## src/rtl/unary_pkg.sv

```systemverilog
// Shared types and defaults for the unary-stream decoder.
package unary_pkg;

  localparam int unsigned UNARY_INPUT_WIDTH = 32;

  typedef enum logic [1:0] {
    IDLE  = 2'd0,
    ACCUM = 2'd1,
    HOLD  = 2'd2
  } unary_state_t;

endpackage

```

## src/rtl/unary_decoder.sv

```systemverilog
// Counts the ones in a fixed-length unary bitstream and presents the count as
// a binary result with a valid/ready handshake, plus running min/max bounds.
module unary_decoder
  import unary_pkg::*;
#(
  parameter int unsigned INPUT_WIDTH = UNARY_INPUT_WIDTH,
  parameter int unsigned COUNT_WIDTH = $clog2(INPUT_WIDTH + 1)
) (
  input  logic                   clk,
  input  logic                   reset,
  input  logic                   in_valid,
  input  logic                   in_bit,
  output logic                   in_ready,
  input  logic                   flush,
  output logic                   out_valid,
  input  logic                   out_ready,
  output logic [COUNT_WIDTH-1:0] out_value,
  output logic [COUNT_WIDTH-1:0] lower_bound,
  output logic [COUNT_WIDTH-1:0] upper_bound,
  output logic                   drop_err
);

  localparam logic [COUNT_WIDTH-1:0] LAST_BEAT = COUNT_WIDTH'(INPUT_WIDTH - 1);
  localparam logic [COUNT_WIDTH-1:0] FULL_CNT  = COUNT_WIDTH'(INPUT_WIDTH);

  unary_state_t           state, state_nxt;
  logic [COUNT_WIDTH-1:0] beat_cnt, beat_cnt_nxt;
  logic [COUNT_WIDTH-1:0] ones_cnt, ones_cnt_nxt;
  logic [COUNT_WIDTH-1:0] out_value_nxt;
  logic                   drop_err_nxt;
  logic [COUNT_WIDTH-1:0] ones_inc;

  assign in_ready  = (state != HOLD);
  assign out_valid = (state == HOLD);
  assign ones_inc  = ones_cnt + COUNT_WIDTH'(in_bit);

  // In HOLD the counters are already cleared, so the bounds collapse onto the result.
  assign lower_bound = (state == HOLD) ? out_value : ones_cnt;
  assign upper_bound = (state == HOLD) ? out_value : ones_cnt + (FULL_CNT - beat_cnt);

  // State and counter registers.
  always_ff @(posedge clk or negedge reset) begin
    if (!reset) begin
      state     <= IDLE;
      beat_cnt  <= '0;
      ones_cnt  <= '0;
      out_value <= '0;
      drop_err  <= 1'b0;
    end else begin
      state     <= state_nxt;
      beat_cnt  <= beat_cnt_nxt;
      ones_cnt  <= ones_cnt_nxt;
      out_value <= out_value_nxt;
      drop_err  <= drop_err_nxt;
    end
  end

  // Next-state logic; flush overrides everything, including a concurrent beat.
  always_comb begin
    state_nxt     = state;
    beat_cnt_nxt  = beat_cnt;
    ones_cnt_nxt  = ones_cnt;
    out_value_nxt = out_value;
    drop_err_nxt  = drop_err;

    if (flush) begin
      state_nxt     = IDLE;
      beat_cnt_nxt  = '0;
      ones_cnt_nxt  = '0;
      out_value_nxt = '0;
      drop_err_nxt  = 1'b0;
    end else begin
      case (state)
        IDLE, ACCUM: begin
          if (in_valid) begin
            if (beat_cnt == LAST_BEAT) begin
              out_value_nxt = ones_inc;
              beat_cnt_nxt  = '0;
              ones_cnt_nxt  = '0;
              state_nxt     = HOLD;
            end else begin
              beat_cnt_nxt  = beat_cnt + COUNT_WIDTH'(1);
              ones_cnt_nxt  = ones_inc;
              state_nxt     = ACCUM;
            end
          end
        end
        HOLD: begin
          if (in_valid) drop_err_nxt = 1'b1;
          if (out_ready) state_nxt = IDLE;
        end
        default: state_nxt = IDLE;
      endcase
    end
  end

endmodule

```

## config.mk

```make
export PLATFORM = sky130hd
export DESIGN_NAME = unary_decoder
export DESIGN_NICKNAME = d
export VERILOG_FILES = /design/src/rtl/unary_pkg.sv /design/src/rtl/unary_decoder.sv
export SDC_FILE = /design/constraint.sdc
export NUM_CORES = 1
export LEC_CHECK = 0
export ABC_AREA = 1
export BUFFER_PORTS_ARGS = -buffer_cell sky130_fd_sc_hd__buf_4
export CAP_MARGIN = 20
export CORE_ASPECT_RATIO = 0.6
export CORE_UTILIZATION = 55
export CTS_BUF_LIST = sky130_fd_sc_hd__clkbuf_8
export CTS_CLUSTER_DIAMETER = 200
export DETAILED_ROUTE_END_ITERATION = 8
export GPL_TIMING_DRIVEN = 0
export MAX_ROUTING_LAYER = met4
export PLACE_DENSITY_LB_ADDON = 0.2
export SKIP_CTS_REPAIR_TIMING = 1
export SYNTH_ARGS = -nofsm -noshare
export SYNTH_HDL_FRONTEND = slang
export SYNTH_SLANG_ARGS = --single-unit
```

## constraint.sdc

```tcl
create_clock -name clk -period 3.5 [get_ports clk]
set_input_delay 0.35 -clock clk [delete_from_list [all_inputs] [get_ports clk]]
set_output_delay 0.35 -clock clk [all_outputs]
set_load 0.1 [all_outputs]
```

Yosys cells after proc, flatten, opt, wreduce, memory -nomap -nowiden
Cells that the tools add are included.
W data, S select, Z words.
{"block": "classes", "n_mux": 22, "multipliers": 0, "div": 0, "n_eq_ne": 6, "n_addsub": 4, "bitwise": 0, "n_lt_le_gt_ge": 0, "shift": 0, "reduce_logical": 10}
{"op": "$mux W6", "n": 14}
{"op": "$mux W2", "n": 4}
{"op": "$reduce_bool A2 Y1", "n": 4}
{"op": "$add A6 B1 Y6", "n": 1}
{"op": "$add A6 B1 Y6 const B", "n": 1}
{"op": "$add A6 B6 Y6", "n": 1}
{"op": "$eq A6 B5 Y1 const B", "n": 1}
{"op": "$reduce_and A2 Y1", "n": 3}
{"op": "$sub A6 B6 Y6 const A", "n": 1}
{"op": "$pmux W2 S2", "n": 1}
{"op": "$mux W1", "n": 3}
{"op": "$ne A3 B2 Y1 const B", "n": 1}
{"op": "$ne A3 B3 Y1 const B", "n": 1}
{"op": "$reduce_and A3 Y1", "n": 1}
{"op": "$eq A2 B1 Y1 const B", "n": 1}
{"op": "$eq A2 B2 Y1 const B", "n": 1}
{"op": "$logic_not A2 Y1", "n": 1}
{"op": "$ne A2 B2 Y1 const B", "n": 1}
{"op": "$reduce_or A2 Y1", "n": 1}
{"block": "word_totals", "input_bits": 6, "regBits": 21, "mem_count": 0, "wordCells": 47, "out_inout_bits": 21, "latchBits": 0, "ramBits": 0, "rom_bits": 0}

Longest topological paths before layout
Gate-level depths: netlist of the first run.
{"block": "depth", "word_depth": 5, "depth_mapped": 13, "mapped_depth_nobuf": 13}

Worst setup path before layout of the first run
OpenSTA, ideal clock, no wires.
{"block": "synth_path", "path_kind": "register to output", "from": "register ones_cnt[1]", "to": "output port upper_bound[3]", "n_path_buf": 0, "setup_slack_ns": -0.371, "t_arrival_ns": 3.521, "path_stages_with_launch": 7, "required_time_ns": 3.150, "cell_sequence": "dfrtp_1 -> ha_1 -> ha_1 -> inv_1 -> fa_1 -> xor2_1 -> o21ai_0"}
{"block": "synth_via", "elab_chain_len": 2}
{"item": "start: declaration", "line_no": "unary_decoder.sv:28", "source": "logic [COUNT_WIDTH-1:0] ones_cnt, ones_cnt_nxt;"}
{"item": "start signal: assignment", "line_no": "unary_decoder.sv:52", "source": "ones_cnt <= ones_cnt_nxt;"}
{"item": "$add A6 B6 Y6", "line_no": "unary_decoder.sv:39", "source": "assign upper_bound = (state == HOLD) ? out_value : ones_cnt + (FULL_CNT - beat_cnt);"}
{"item": "$mux W6", "line_no": "unary_decoder.sv:39"}
{"item": "end: declaration", "line_no": "unary_decoder.sv:19", "source": "output logic [COUNT_WIDTH-1:0] upper_bound,"}
No other way between the ends.

Worst setup path in the final report of the first run
{"block": "layout_path", "from": "register beat_cnt[1]", "to": "output port upper_bound[5]"}
{"block": "layout_via", "elab_chain_len": 3}
{"item": "start: declaration", "line_no": "unary_decoder.sv:27", "source": "logic [COUNT_WIDTH-1:0] beat_cnt, beat_cnt_nxt;"}
{"item": "start signal: assignment", "line_no": "unary_decoder.sv:51", "source": "beat_cnt <= beat_cnt_nxt;"}
{"item": "$sub A6 B6 Y6", "line_no": "unary_decoder.sv:39"}
{"item": "$add A6 B6 Y6", "line_no": "unary_decoder.sv:39"}
{"item": "$mux W6", "line_no": "unary_decoder.sv:39"}
No other way between the ends.

==> results.toml, run 1 <==
[setup_path]
crit_buf_inv = 5
crit_fanout = 3
critical_path.cell_chain = "inv_1, ha_1, ha_1, inv_1, fa_1, inv_1, nand3_1, nand2_1, inv_1, nand2_1, nand3_1, nand2_1, buf_4"
slowest_stage = "fa_1"
rrSetupSlack_ns = 2.10
cp-end-kind = "output port"
arrival_ns = 2.43
r2r-start = "ones_cnt[0]$_DFFE_PN0P_"
r2r_cells = 7
r2r-end = "ones_cnt[2]$_DFFE_PN0P_"
worstPathRequired_ns = 3.15
path_class = "reg2out"
worstSetupStartpointType = "flop"
cp_top_family = "adder cells"
slowest_delay_ns = 0.40
critPathMostFrequentCell = "inv_1"

[cts]
cts_buffer_depth = 2
htreeDepth = 1
path_clk_slew_ns = 0.08
insertion_delay_ns = 0.26
cts-root-buf = "clkbuf_8"
cts_tree = "built"
cts_sinks = 21
numCtsBuffers = 3

[power]
p_leak_nw = 0.902
ir_worst_vdd_v = 0.000291
power_density_mw_per_mm2 = 386

[final_layout]
diodes = 0
stdcell_count = 251
regArea_um2 = 526
layout.nets = 241
multi_input_area_um2 = 793
fillers = 181
layout-drive-gt1-share_pct = 21.3
design_area_mm2 = 0.00174
synthToLayoutAreaGrowth_pct = 19.9

[routing]
dr.pass1.iters = 4
antenna_left = 0
first_iter_violations = 70
wire_per_inst_um = 14.5
viasPerCell = 5.62
drt_wl_total_mm = 3.64
vias = 1411
drc = 0

[logic_synthesis]
ys_types = 29
yosysTopAreaCell = "dfrtp_1"
seq_area_frac_synth_pct = 36.3
syn_nets = 209
syn_inst = 190
ys_ff_latch = 21
synthesis.area_mm2 = 0.00145
ys_warn_count = 0
synth_area_leaders = "dfrtp_1 36%, nand2_1 11%, ha_1 10%, nand3_1 6.2%, o21ai_0 6.2%"
syn_area_per_cell_um2 = 7.62
synth_top_area_share_pct = 36.3

[status]
status = "complete, no violations"

[hold_path]
hp-class = "in2reg"
hold_end = "state[1]$_DFFE_PN0P_"
hold_depth = 2
min_from = "out_ready"

[die]
die-height_um = 41.7
dieArea_mm2 = 0.00285
core_mm2 = 0.00233
pin_count = 27
initial_utilization_pct = 62.2
fp.dieW_um = 68.2
row_count = 13

[global_routing]
grt_pass1_wl_mm = 6.04
first_global_vias = 1312
grt_start_max_net_pins = 22
antenna_found_initial = 0
grt_overflow = 0
grt_usage_pct = 30.1

[timing]
slew_viol_final = 0
relSlewSlack_pct = 78.4
fin_hold_ws_ns = 0.261
setup_viol = 0
rsz0062_at_grt = "no"
min_period_ns = 2.78
max_freq_mhz = 360
worst_pin_slew_ns = 0.323
fin_skew_ns = 0.00342
timing.final.crit_share_pct = 79.4
setup-tns-final_ns = 0
hold_viol_final = 0
setup_ws_ns = 0.722

[placement]
place_area_mm2 = 0.00168
place.gp.congestion = 0.940
io_buffer_count = 26
dp_hpwl_mm = 2.87
dp_slack_ns = 1.04
dp.cells = 246

[run]
cap_viol_max_count = 0
==> synthesized netlist by cell type (all sizes together) <==
master,count
nand2,48
inv,28
dfrtp,21
o21ai,20
nand3,19
nor2,17
ha,12
a21oi,7
nand4,4
buf,3
nor3,3
o31ai,2
clkinv,1
fa,1
nand3b,1
o21a,1
o22ai,1
xor2,1
==> worst max path at each step <==
stage,cells past startpoint,from,endpoint
6_report,13,beat_cnt[1]$_DFFE_PN0P_,upper_bound[5]
5_1_grt,13,beat_cnt[1]$_DFFE_PN0P_,upper_bound[5]
4_1_cts,13,beat_cnt[1]$_DFFE_PN0P_,upper_bound[5]
3_5_place_dp,13,beat_cnt[1]$_DFFE_PN0P_,upper_bound[5]
3_3_place_gp,12,ones_cnt[1]$_DFFE_PN0P_,upper_bound[5]
2_1_floorplan,4,state[1]$_DFFE_PN0P_,lower_bound[0]
==> report_power, final <==
| group | total (W) | leakage, nW | switching (W) | internal, W |
|---|---|---|---|---|
| Combinational | 0.000258 | 0.589 | 0.000201 | 0.0000566 |
| Clock | 0.000157 | 0.0269 | 0.0000788 | 0.0000783 |
| Sequential | 0.000255 | 0.286 | 0.00000644 | 0.000249 |
| Total | 0.000670 | 0.902 | 0.000286 | 0.000384 |
==> registers in the layout, indices dropped and copies added, names as in the netlist <==
name	cells
drop_err	1
state	2
beat_cnt	6
ones_cnt	6
out_value	6
==> per-stage QoR <==
step	power [W]	utilization [%]
after floorplan	0.000459	-
after global placement	0.000511	72.2
after detailed placement	0.000517	72.2
after CTS	0.000671	74.2
after global routing	0.000702	74.6
final	0.000670	74.6
==> cell type report <==
| type | count | share of cell area (%) |
|---|---|---|
| Clock inverter | 1 | 0.216 |
| Multi-Input combinational cell | 137 | 45.7 |
| Clock buffer | 3 | 2.38 |
| Timing Repair Buffer | 27 | 11.8 |
| Inverter | 29 | 6.42 |
| Tap cell | 30 | 2.16 |
| Buffer | 3 | 1.01 |
| Sequential cell | 21 | 30.3 |
==> cells in the final DEF, fill, tap and decap left out, drive strengths merged <==
cell type     n
o31ai         2
clkbuf        3
fa            1
nor3          3
buf          29
ha           12
inv          29
nor2         17
o22ai         1
a21oi         7
o21a          1
dfrtp        21
nand4         4
nand2        48
clkinv        1
o21ai        20
xor2          1
nand3b        1
dlygate4sd3   1
nand3        19
==> worst reg2reg max path, stage by stage (launching register included) <==
cell,delay [ns]
dfrtp_1,0.40
ha_1,0.21
ha_1,0.20
nand2_1,0.07
inv_1,0.06
nor3_1,0.22
nand2_1,0.09
o21ai_0,0.07
==> cells by family (layout without fill, tap and decap cells) <==
group                    Yosys count  count (layout)  synth area share (%)
AND/OR/NAND/NOR                   92              92                  31.1
buffers and inverters             32              63                  8.90
AO/OA/AOI/OAI                     31              31                  11.3
flip-flops                        21              21                  36.3
adder cells (fa/ha/maj)           13              13                  11.8
XOR/XNOR                           1               1                 0.605
==> routing by layer <==
layer	up-vias	GRT usage (%)	wire length, um
met5	-	-	0
met4	0	11.7	79
li1	690	-	-
met2	58	43.7	1610
met1	652	41.5	1680
met3	11	5.22	272
Power figures use the tool's default switching activity.
==> inputs of run 2 (changes only) <==
--- a/config.mk
+++ b/config.mk
@@ -5,7 +5,7 @@
 export SDC_FILE = /design/constraint.sdc
 export NUM_CORES = 1
 export LEC_CHECK = 0
-export ABC_AREA = 1
+export ABC_AREA = 0
 export BUFFER_PORTS_ARGS = -buffer_cell sky130_fd_sc_hd__buf_4
 export CAP_MARGIN = 20
 export CORE_ASPECT_RATIO = 0.6
==> constraint.sdc (replaced) <==
create_clock -name clk -period 2.7 [get_ports clk]
set_input_delay 0.27 -clock clk [delete_from_list [all_inputs] [get_ports clk]]
set_output_delay 0.27 -clock clk [all_outputs]
set_load 0.1 [all_outputs]
==> results.toml, run 2 <==
[hold_path]
min_from = "in_valid"
hold_end = "state[0]$_DFFE_PN0P_"
hp-class = "in2reg"
hold_depth = 2

[global_routing]
use_met1_pct = 40.7
grt_usage_pct = 30.0
grt_pass1_wl_mm = 5.44
first_global_vias = 1073
grt_start_max_net_pins = 22
grt_overflow = 0
grt_util_met3_pct = 7.78
antenna_found_initial = 0
grt.met2_usage_pct = 46.5
grt_busiest_layer = "met2"

[die]
row_count = 13
initial_utilization_pct = 61.4
core_mm2 = 0.00229
pin_count = 27
die-height_um = 41.2
dieArea_mm2 = 0.00277
fp.dieW_um = 67.3

[setup_path]
r2r-end = "ones_cnt[2]$_DFFE_PN0P_"
cp_top_family = "adder cells"
crit_fanout = 2
cp-end-kind = "output port"
r2r_cells = 6
slowest_stage = "dfrtp_2"
worstSetupStartpointType = "flop"
r2r-start = "beat_cnt[1]$_DFFE_PN0P_"
crit_buf_inv = 2
arrival_ns = 2.40
slowest_delay_ns = 0.43
worstPathRequired_ns = 2.43
critical_path.cell_chain = "ha_1, ha_2, inv_1, fa_2, nand2b_4, a21oi_2, xnor2_2, o21ai_2, buf_12"
path_class = "reg2out"
rrSetupSlack_ns = 0.83

[cts]
numCtsBuffers = 3
cts_tree = "built"
path_clk_slew_ns = 0.09
cts_sinks = 21
insertion_delay_ns = 0.27
cts_buffer_depth = 2
cts-root-buf = "clkbuf_8"
htreeDepth = 1

[timing]
fin_skew_ns = 0.00809
setup_ws_ns = 0.0336
worst_pin_slew_ns = 0.493
hold_viol_final = 0
slew_viol_final = 0
min_period_ns = 2.67
max_freq_mhz = 375
setup_viol = 0
fin_hold_ws_ns = 0.250
setup-tns-final_ns = 0
relSlewSlack_pct = 67.1
timing.final.crit_share_pct = 98.8

[routing]
drt_wl_total_mm = 3.78
wire_per_inst_um = 16.6
viasPerCell = 5.83
antenna_left = 0
first_iter_violations = 100
vias = 1323
drc = 0
dr.pass1.iters = 4

[placement]
dp_hpwl_mm = 2.69
place.gp.congestion = 0.868
place_area_mm2 = 0.00167
io_buffer_count = 26
dp_slack_ns = 0.211

[logic_synthesis]
synth_edf_count = 0
syn_inst = 159
synthesis.area_mm2 = 0.00141
synth_flop_cell = "dfrtp_1"
synth_area_leaders = "dfrtp_1 37%, ha_1 11%, nand2_1 5.9%, xnor2_1 5.0%, nor2_1 4.5%"
seq_area_frac_synth_pct = 37.3
syn_nets = 178
async_reset_ff_share_pct = 100
yosysMostFrequentCell = "nand2_1"
syn_area_per_cell_um2 = 8.86
synth_top_area_share_pct = 37.3
ys_ff_latch = 21
ys_types = 39
yosysTopAreaCell = "dfrtp_1"
synthTopCellsByCount = "22 x nand2_1, 21 x dfrtp_1, 17 x nor2_1"
ys_warn_count = 0

[final_layout]
diodes = 0
final_cell_mix = "32 x buf_4, 22 x nand2_1, 18 x dfrtp_1"
layout-drive-gt1-share_pct = 32.5
design_area_mm2 = 0.00182
top_regs = "beat_cnt: 6 flops, ones_cnt: 6 flops, out_value: 6 flops"
final_common_cell = "buf_4"
synthToLayoutAreaGrowth_pct = 29.0
fillers = 146
layout.nets = 217
utilization_pct = 79.3

[power]
ir_worst_vdd_v = 0.000329
p_leak_nw = 0.870
power_density_mw_per_mm2 = 451

[run]
cap_viol_max_count = 0

[status]
status = "complete, no violations"
## run 2: through the flow
step	total power, W	instances
2_1_floorplan	0.000523	159
3_3_place_gp	0.000578	215
3_5_place_dp	0.000582	215
4_1_cts	0.000791	219
5_1_grt	0.000847	227
6_report	0.000820	227
## run 2: area by class of cell
type | instances | area [um2] | share of cell area [%]
Buffer | 7 | 50.0 | 2.75
Clock buffer | 3 | 41.3 | 2.27
Clock inverter | 1 | 5.00 | 0.275
Inverter | 12 | 45.0 | 2.48
Multi-Input combinational cell | 119 | 840 | 46.2
Sequential cell | 21 | 529 | 29.1
Tap cell | 30 | 37.5 | 2.06
Timing Repair Buffer | 34 | 270 | 14.9
## run 2: worst max path at each step
stage / start / slack [ns] / depth (start not counted) / to
finish: ones_cnt[1]$_DFFE_PN0P_ / 0.03 / 9 / upper_bound[5]
global route: beat_cnt[1]$_DFFE_PN0P_ / -0.03 / 10 / upper_bound[5]
CTS: ones_cnt[1]$_DFFE_PN0P_ / -0.09 / 9 / upper_bound[5]
detailed placement: ones_cnt[1]$_DFFE_PN0P_ / 0.21 / 9 / upper_bound[5]
global placement: ones_cnt[1]$_DFFE_PN0P_ / 0.27 / 9 / upper_bound[5]
floorplan: ones_cnt[1]$_DFFE_PN0P_ / -0.01 / 8 / upper_bound[5]
## run 2: cell families (layout without fill, tap and decap cells)
| group | after synthesis | after routing | share of synthesized area, % |
|---|---|---|---|
| compound gates | 29 | 29 | 12.8 |
| xor+xnor | 13 | 13 | 8.08 |
| fa+ha+maj | 13 | 13 | 12.1 |
| buf+inv | 19 | 57 | 6.66 |
| flops | 21 | 21 | 37.3 |
| mux | 3 | 3 | 2.22 |
| simple gates | 61 | 61 | 20.9 |
## run 2: power by group
| part | internal, W | leakage [nW] | switching [W] |
|---|---|---|---|
| Clock | 0.000103 | 0.0255 | 0.000112 |
| Combinational | 0.0000843 | 0.559 | 0.000197 |
| Sequential | 0.000319 | 0.285 | 0.00000386 |
## run 2: per-layer routing
metal  part of all wire (%)  routed length (um)
met2                     47                1760
met4                   0.56                  21
met1                     45                1700
met5                      0                   0
met3                    7.9                 298
==> inputs of run 3 (changes only) <==
--- a/config.mk
+++ b/config.mk
@@ -8,8 +8,11 @@
 export ABC_AREA = 0
 export BUFFER_PORTS_ARGS = -buffer_cell sky130_fd_sc_hd__buf_4
 export CAP_MARGIN = 20
+export CELL_PAD_IN_SITES_DETAIL_PLACEMENT = 1
+export CELL_PAD_IN_SITES_GLOBAL_PLACEMENT = 1
 export CORE_ASPECT_RATIO = 0.6
-export CORE_UTILIZATION = 55
+export CORE_MARGIN = 3
+export CORE_UTILIZATION = 43
 export CTS_BUF_LIST = sky130_fd_sc_hd__clkbuf_8
 export CTS_CLUSTER_DIAMETER = 200
 export DETAILED_ROUTE_END_ITERATION = 8
==> results.toml, run 3 (synthesis results as in run 2) <==
[timing]
min_period_ns = 2.62
relSlewSlack_pct = 65.2
setup_viol = 0
worst_pin_slew_ns = 0.522
hold_viol_final = 0
slew_viol_final = 0
max_freq_mhz = 382
fin_hold_ws_ns = 0.265
setup_ws_ns = 0.0819
timing.final.crit_share_pct = 97.0
fin_skew_ns = 0.00398

[setup_path]
critical_path.cell_chain = "ha_1, inv_1, ha_1, inv_1, fa_2, nand2b_1, a21oi_2, xnor2_1, o21ai_2, buf_12"
worstPathRequired_ns = 2.43
arrival_ns = 2.35
crit_fanout = 4
cp-end-kind = "output port"
path_depth = 10
r2r_cells = 6
path_class = "reg2out"
crit_buf_inv = 3
slowest_stage = "dfrtp_2"
worstSetupStartpointType = "flop"
slowest_delay_ns = 0.45
cp_top_family = "adder cells"

[final_layout]
synthToLayoutAreaGrowth_pct = 28.6
fillers = 369
final_cell_mix = "30 x buf_4, 22 x nand2_1, 19 x dfrtp_1"
layout-drive-gt1-share_pct = 29.7
stdcell_count = 237
layout.nets = 215
final_common_cell = "buf_4"
top_regs = "beat_cnt: 6 flops, ones_cnt: 6 flops, out_value: 6 flops"
diodes = 0

[global_routing]
antenna_found_initial = 0
grt_overflow = 0
grt_pass1_wl_mm = 6.93
first_global_vias = 1365
grt_start_max_net_pins = 22
grt_usage_pct = 23.4

[power]
power_density_mw_per_mm2 = 445
ir_worst_vdd_v = 0.000286
p_leak_nw = 0.853

[die]
pin_count = 27
fp.dieW_um = 79.9
dieArea_mm2 = 0.00402
row_count = 15
initial_utilization_pct = 46.9
core_mm2 = 0.00300
die-height_um = 50.3

[routing]
drc = 0
first_iter_violations = 50
dr.pass1.iters = 4
wire_per_inst_um = 18.4
vias = 1325
antenna_left = 0
drt_wl_total_mm = 4.36
viasPerCell = 5.59

[cts]
insertion_delay_ns = 0.26
path_clk_slew_ns = 0.08
cts_buffer_depth = 2
numCtsBuffers = 3
cts_sinks = 21
htreeDepth = 1
cts_tree = "built"
cts-root-buf = "clkbuf_8"

[placement]
io_buffer_count = 26
dp_slack_ns = 0.203
dp.cells = 227
dp_hpwl_mm = 3.18
place.gp.congestion = 0.866

[hold_path]
hp-class = "in2reg"
hold_depth = 2

[status]
status = "complete, no violations"

[run]
cap_viol_max_count = 0
run 3: changes by cell type in the layout (fill, tap and decap cells not counted), sizes merged:
cell  previous run  this run
buf             37        35
run 3: final timing paths:
kind                                          from                       to  slack, ns
setup / recovery           beat_cnt[0]$_DFFE_PN0P_           upper_bound[5]       0.08
setup reg to reg           beat_cnt[1]$_DFFE_PN0P_  ones_cnt[2]$_DFFE_PN0P_       0.79
hold / removal                            in_valid     state[0]$_DFFE_PN0P_       0.27
max in group asynchronous                    reset  ones_cnt[2]$_DFFE_PN0P_       2.03
hold reg to reg               drop_err$_DFFE_PN0P_     drop_err$_DFFE_PN0P_       0.51
min in group asynchronous                    reset     state[1]$_DFFE_PN0P_       0.44
run 3: power by group:
| group | switching [W] | internal (W) |
|---|---|---|
| sequential | 0.00000440 | 0.000319 |
| clock | 0.000108 | 0.000103 |
| combinational | 0.000196 | 0.0000766 |
| total | 0.000308 | 0.000499 |
run 3: layout make-up:
| cell class | count | area (um2) | area share [%] |
|---|---|---|---|
| Multi-Input combinational cell | 119 | 835 | 46.1 |
| Sequential cell | 21 | 528 | 29.1 |
| Timing Repair Buffer | 32 | 255 | 14.1 |
| Tap cell | 42 | 52.6 | 2.90 |
| Buffer | 7 | 50.0 | 2.76 |
| Inverter | 12 | 45.0 | 2.49 |
| Clock buffer | 3 | 41.3 | 2.28 |
| Clock inverter | 1 | 5.00 | 0.276 |
run 3: metal layers:
metal / GRT usage, % / part of all wire (%) / routed length (um) / up-vias
li1: - / - / - / 618
met1: 32.6 / 46 / 2020 / 664
met2: 37.0 / 48 / 2090 / 41
met3: 4.48 / 5.5 / 238 / 2
met4: 2.53 / 0.18 / 8 / 0
met5: - / 0 / 0 / -
run 3: stage by stage:
stage	setup TNS, ns	area, um2	power (W)	utilization (%)
after floorplan	-0.0117	1440	0.000523	-
after global placement	0	1680	0.000578	56.1
after detailed placement	0	1680	0.000583	56.1
after CTS	-0.121	1730	0.000790	57.6
after global routing	-0.0153	1810	0.000840	60.3
final	0	1810	0.000807	60.3
